## src/rtl/adder_pkg.sv

```systemverilog
// Shared state encoding and helpers for the bit-serial adder/subtractor.
package adder_pkg;

  typedef enum logic [1:0] {
    ST_IDLE = 2'd0,
    ST_RUN  = 2'd1,
    ST_DONE = 2'd2
  } state_t;

  // A new operation may only be accepted when no bits are in flight.
  function automatic logic accepts_start(state_t s);
    return (s == ST_IDLE) || (s == ST_DONE);
  endfunction

endpackage

```

## src/rtl/full_adder.sv

```systemverilog
// One-bit full-adder cell shared by the serial datapath.
module full_adder (
  input  logic a_i,
  input  logic b_i,
  input  logic c_i,
  output logic s_o,
  output logic c_o
);

  assign s_o = a_i ^ b_i ^ c_i;
  assign c_o = (a_i & b_i) | (a_i & c_i) | (b_i & c_i);

endmodule

```

## src/rtl/serial_adder.sv

```systemverilog
// Bit-serial add/subtract: one full-adder cell, LSB first, WIDTH cycles per operation.
// Handshake: start is sampled only in IDLE/DONE; done pulses for one cycle with sum/cout/ovf valid.
module serial_adder
  import adder_pkg::*;
#(
  parameter int WIDTH = 8
) (
  input  logic             clk,
  input  logic             rst,
  input  logic             start,
  input  logic [WIDTH-1:0] a,
  input  logic [WIDTH-1:0] b,
  input  logic             cin,
  input  logic             sub,
  output logic             busy,
  output logic             done,
  output logic [WIDTH-1:0] sum,
  output logic             cout,
  output logic             ovf,
  output logic [1:0]       dbg_state
);

  localparam int CW = $clog2(WIDTH);
  localparam logic [CW-1:0] LAST_BIT = CW'(WIDTH - 1);

  state_t             state_q, state_d;
  logic [WIDTH-1:0]   a_q, a_d;
  logic [WIDTH-1:0]   b_q, b_d;
  logic               carry_q, carry_d;
  logic [CW-1:0]      cnt_q, cnt_d;
  logic [WIDTH-2:0]   res_q, res_d;
  logic [WIDTH-1:0]   sum_q, sum_d;
  logic               cout_q, cout_d;
  logic               ovf_q, ovf_d;

  logic               fa_s, fa_c;
  logic [WIDTH-1:0]   shifted;

  full_adder u_fa (
    .a_i (a_q[0]),
    .b_i (b_q[0]),
    .c_i (carry_q),
    .s_o (fa_s),
    .c_o (fa_c)
  );

  // Partial result with the newest bit entering at the MSB.
  assign shifted = {fa_s, res_q};

  always_comb begin
    state_d = state_q;
    a_d     = a_q;
    b_d     = b_q;
    carry_d = carry_q;
    cnt_d   = cnt_q;
    res_d   = res_q;
    sum_d   = sum_q;
    cout_d  = cout_q;
    ovf_d   = ovf_q;
    case (state_q)
      ST_IDLE, ST_DONE: begin
        if (accepts_start(state_q) && start) begin
          // Subtraction is a + ~b + 1, so invert b and fold the borrow into the carry.
          a_d     = a;
          b_d     = b ^ {WIDTH{sub}};
          carry_d = cin ^ sub;
          cnt_d   = '0;
          state_d = ST_RUN;
        end else begin
          state_d = ST_IDLE;
        end
      end
      ST_RUN: begin
        a_d     = a_q >> 1;
        b_d     = b_q >> 1;
        carry_d = fa_c;
        res_d   = shifted[WIDTH-1:1];
        cnt_d   = cnt_q + CW'(1);
        if (cnt_q == LAST_BIT) begin
          // carry_q here is the carry into the MSB.
          sum_d   = shifted;
          cout_d  = fa_c;
          ovf_d   = fa_c ^ carry_q;
          state_d = ST_DONE;
        end
      end
      default: state_d = ST_IDLE;
    endcase
  end

  always_ff @(posedge clk) begin
    if (rst) begin
      state_q <= ST_IDLE;
      a_q     <= '0;
      b_q     <= '0;
      carry_q <= 1'b0;
      cnt_q   <= '0;
      res_q   <= '0;
      sum_q   <= '0;
      cout_q  <= 1'b0;
      ovf_q   <= 1'b0;
    end else begin
      state_q <= state_d;
      a_q     <= a_d;
      b_q     <= b_d;
      carry_q <= carry_d;
      cnt_q   <= cnt_d;
      res_q   <= res_d;
      sum_q   <= sum_d;
      cout_q  <= cout_d;
      ovf_q   <= ovf_d;
    end
  end

  assign busy      = (state_q == ST_RUN);
  assign done      = (state_q == ST_DONE);
  assign sum       = sum_q;
  assign cout      = cout_q;
  assign ovf       = ovf_q;
  assign dbg_state = state_q;

endmodule
```

## config.mk

```make
export PLATFORM = sky130hd
export DESIGN_NAME = serial_adder
export DESIGN_NICKNAME = d
export VERILOG_FILES = /design/src/rtl/adder_pkg.sv /design/src/rtl/full_adder.sv /design/src/rtl/serial_adder.sv
export SDC_FILE = /design/constraint.sdc
export NUM_CORES = 1
export LEC_CHECK = 0
export ABC_AREA = 1
export ABC_CLOCK_PERIOD_IN_PS = 3000
export CAP_MARGIN = 10
export CORE_MARGIN = 4
export CORE_UTILIZATION = 50
export CTS_BUF_LIST = sky130_fd_sc_hd__clkbuf_4 sky130_fd_sc_hd__clkbuf_8
export DETAILED_ROUTE_END_ITERATION = 8
export PLACE_DENSITY = 0.78
export SYNTH_ARGS = -nofsm -noshare
export SYNTH_HDL_FRONTEND = slang
export SYNTH_HIERARCHICAL = 1
export SYNTH_SLANG_ARGS = --single-unit
```

## constraint.sdc

```tcl
create_clock -name clk -period 3 [get_ports clk]
set_input_delay 0.9 -clock clk [delete_from_list [all_inputs] [get_ports clk]]
set_output_delay 0.9 -clock clk [all_outputs]
set_load 0.02 [all_outputs]
```

Yosys cells after proc, flatten, opt, wreduce, memory -nomap -nowiden --
Index checks and enable logic that the tools add are counted.
Word-level totals: flip-flop bits (word level) 39, word-level logic and storage cells 43
Cells by class: mux-type cells 11, add/sub/neg operators 1, equality and inequality tests 5, reductions and logical operators 7, bitwise gates (word level) 10
Operators by type and width (number):
- $pmux W8 S2 | 2
- $mux W8 | 2
- $xor A8 B8 Y8 | 1
- $pmux W3 S2 | 1
- $pmux W2 S2 | 1
- $reduce_and A2 Y1 | 2
- $xor A1 B1 Y1 | 4
- $add A3 B1 Y3 const B | 1
- $and A1 B1 Y1 | 3
- $eq A3 B3 Y1 const B | 1
- $mux W3 | 1
- $eq A2 B1 Y1 const B | 1
- $eq A2 B2 Y1 const B | 1
- $logic_not A2 Y1 | 1
- $mux W1 | 2
- $mux W2 | 1
- $ne A2 B1 Y1 const B | 1
- $ne A2 B2 Y1 const B | 1
- $or A1 B1 Y1 | 2
- $pmux W1 S2 | 1
- $reduce_bool A2 Y1 | 1
- $reduce_or A2 Y1 | 1
- $logic_and A1 B1 Y1 | 1
- $logic_or A1 B1 Y1 | 1

Longest topological paths before layout --
depth after elaboration 5, gate-level depth with buffers 8, gate-level depth less buffers 8

Cells and area by module --
Netlist, hierarchy kept.
Modules (own cells, without submodules):
- serial_adder | area each 1756.7 um^2, cells an instance 250, seq. area each 780.7 um^2, times used 1
- full_adder | area each 20.0 um^2, cells an instance 1, seq. area each 0.0 um^2, times used 1

Least setup slack after synthesis --
OpenSTA, ideal clock, no wires.
path type register to output, start point register state_q[0], in the netlist dbg_state[0], end point output port busy, data arrival time 1011 ps, cell stages (with the launch flop) 4, slack 1089 ps, buffers on the path 1, cells stage by stage dfxtp_1 -> inv_2 -> nor2_4 -> buf_6
On the way: word-level cells in the longest chain between the ends 1
RTL lines:
- from (decl) | RTL line serial_adder.sv:26 | state_t state_q, state_d;
- from (signal assigned) | RTL line serial_adder.sv:103 | state_q <= state_d;
- $eq A2 B1 Y1 | RTL line serial_adder.sv:115 | assign busy = (state_q == ST_RUN);
- to (decl) | RTL line serial_adder.sv:15 | output logic busy,
No other way between the ends.

Final worst setup path --
Same ends and word-level chain as after synthesis.

==> key figures <==
Critical path
  – Worst-path maximum fanout: 5
  – FF-to-FF path depth: 8
  – Reg-to-reg startpoint: cnt_q[0]
  – Critical path cell sequence: inv_2 -> nor2_4 -> clkdlybuf4s50_1
  – Reg-to-reg endpoint: cout
  – WS Path Type: register to output port
  – Flop2flop setup slack: 1.61 ns
  – Critical path's slowest cell: clkdlybuf4s50_1
  – Top cell family by delay on the critical path: buffers and inverters
  – Crit. End Element: output port
  – CP Launch Type: register
  – CP required: 2.10 ns
  – Worst path max stage delay: 0.60 ns
  – Critical Path Stages: 3
  – Worst Path Buf+Inv: 2
  – Worst endpoint data arrival time: 1.65 ns

Floorplanning
  – Cell Rows: 21
  – Core area: 3390 µm²
  – Ports: 35
  – Initial Util: 52.4%
  – Die area: 4570 µm²
  – Chip width: 67.6 µm
  – Die H: 67.6 µm

Job
  – Max-Cap Viols: 0

Status
  – Outcome: completed

Synth
  – Post-Syn Area: 1780 µm²
  – Synth Flop Type: dfxtp_1
  – Ys async rst share: 0%
  – Count leader, synth: nand2_1
  – Top cells by area, synth: dfxtp_1 44%, nand2_1 17%, nand3_1 7.3%
  – Flops & latches, synth: 39
  – Syn_area_per_cell: 7.08 µm²
  – EDFF count, synth: 0
  – Synth area leader: dfxtp_1
  – Post-synth top area share: 43.9%
  – Netlist cell types: 21
  – Synthesized net count: 275
  – Syn Inst Count: 251
  – Synth cell count leaders: 80 x nand2_1, 39 x dfxtp_1, 30 x inv_1
  – Ys Warns: 6
  – Register area share after synthesis: 43.9%

Global route
  – Initial antenna violation count: 0
  – Vias in the first global route: 1418
  – GRT overflow: 0
  – Largest net degree at the start of global routing: 27
  – Tot GR Track Use: 17.5%
  – First-pass GRT wire length: 6.06 mm

Power and ir drop
  – Sequential power share: 48.7%
  – Net Sw Frac: 23.8%
  – Power density over the cells: 519 nW/µm²
  – Logic gate share of total power: 13.3%
  – Clock Power Share: 38.0%
  – VDD IR-drop max: 367 µV
  – P_int: 883 µW
  – Leak: 1.07 nW
  – Tot Pwr: 1.16 mW
  – Net Sw Power: 276 µW

Clock tree
  – H-Tree Depth: 2
  – Clock latency on the worst-skew pair: 0.35 ns
  – CTS Buf Count: 5
  – TritonCTS Sinks: 39
  – Post-CTS sizing: 0
  – CTS tree: yes
  – Root buffer cell: clkbuf_4
  – CTS clk-pin slew, worst paths: 0.12 ns
  – Hold buffers post-CTS: 0
  – Clk buf depth: 2
  – Post-CTS Setup Bufs: 0

Timing
  – Final max-slew violation count: 0
  – Worst clock skew: 0.0183 ns
  – Max transition margin: 57.6%
  – Final setup viols: 0
  – Final Cycle Share: 85.0%
  – Unrepaired setup endpoints after global routing: false
  – Setup TNS: 0 ns
  – Setup ws final: 0.449 ns
  – Worst-margin pin slew: 0.635 ns
  – Final min period: 2.55 ns
  – Fin. Hold Viols: 0
  – Fmax: 392 MHz

Worst hold path
  – Worst Hold Class: register to register
  – Hold Path Depth: 2
  – HP Start: b_q[7]
  – End of the worst hold path: b_q[7]

Route
  – Max Used Layer: met4
  – Routed wl met3: 165 µm
  – Via-to-Cell Ratio: 4.77
  – Drt wl/cell: 10.6 µm
  – Pre-antenna DRT Iters: 4
  – Initial drt markers: 86
  – Number of vias in the routed layout: 1587
  – Post-Route WL: 3.54 mm
  – Met2 wire length: 1.67 mm
  – WL met1: 1.65 mm
  – DR DRC count: 0
  – DRT antenna net count: 0

Layout
  – Fillcell total: 288
  – Nets: 310
  – Layout cells sized above 1: 7.67%
  – N_diodes: 0
  – Area growth, synth to finish: 25.6%

Place
  – Port Buffers: 34
  – Place WS: 0.569 ns
  – Placer Congestion: 0.769
  – Final HPWL from detailed placement: 2.47 mm
==> tightest hold or removal path, stage by stage (launching register included) <==
cell and delay, ns:
dfxtp_1 0.32, nand2_1 0.06, a21oi_1 0.06
==> routing by layer <==
| layer | up-vias | GRT usage [%] |
|---|---|---|
| met1 | 703 | 20.7 |
| met5 | - | 0 |
| li1 | 844 | - |
| met3 | 6 | 5.49 |
| met4 | 0 | 6.08 |
| met2 | 34 | 29.5 |
==> sequential cells by signal, indices dropped and copies added (netlist names), 2 cells and up <==
name / count
a_q: 8
b_q: 8
cnt_q: 3
dbg_state: 2
res_q: 7
sum: 8
==> worst max path at each step <==
stage,start,slack [ns],end
floorplan,dbg_state[0],1.09,busy
global placement,start,0.59,a_q[0]
detailed placement,start,0.57,a_q[0]
CTS,dbg_state[0],0.41,busy
global route,dbg_state[0],0.34,busy
finish,dbg_state[0],0.45,busy
==> layout by cell type (no fill, tap or decap), drive strengths merged <==
cell type      Yosys  layout
bufinv             0       2
xor2               2       2
nand3             26      26
inv               33      33
fa                 1       1
a21oi             14      14
dfxtp             39      39
o21ai             14      14
clkdlybuf4s50      0      34
nand2             83      83
nor2              27      27
ha                 2       2
buf                7       3
clkbuf             2       6
a211oi             1       1
==> power by group through the flow <==
stage	logic, mW	registers (mW)	clock network, mW
after global placement	0.152	0.575	0
final	0.154	0.564	0.440
after CTS	0.156	0.564	0.446
after detailed placement	0.155	0.576	0
after floorplan	0.109	0.573	0
after global routing	0.177	0.568	0.470
==> kinds of logic (layout without fill, tap and decap cells) <==
group | count (synthesis) | count (layout) | share of synthesized area [%]
XOR/XNOR | 2 | 2 | 0.986
buffers and inverters | 42 | 78 | 10.9
AND/OR/NAND/NOR | 136 | 136 | 32.8
flip-flops | 39 | 39 | 43.9
adder cells (fa/ha/maj) | 3 | 3 | 2.54
AO/OA/AOI/OAI | 29 | 29 | 8.80
==> layout make-up <==
cell class / instances / area (µm²) / area share, %
sequential: 39 / 781 / 35.0
tap: 46 / 57.6 / 2.58
clock buffer: 6 / 45.0 / 2.02
timing repair buffer: 37 / 363 / 16.3
inverter: 33 / 124 / 5.55
multi-input combinational: 170 / 802 / 35.9
clock inverter: 2 / 60.1 / 2.69
==> metrics by stage <==
step	hold WS (ns)	std cells	area [µm²]	util [%]
global route	0.491	333	2230	65.9
finish	0.473	333	2230	65.9
detailed placement	0.456	325	2130	62.8
global placement	0.452	325	2130	62.8
CTS	0.471	333	2230	65.9
floorplan	0.429	251	1780	-
No activity file was read; power rests on OpenSTA's default activity.
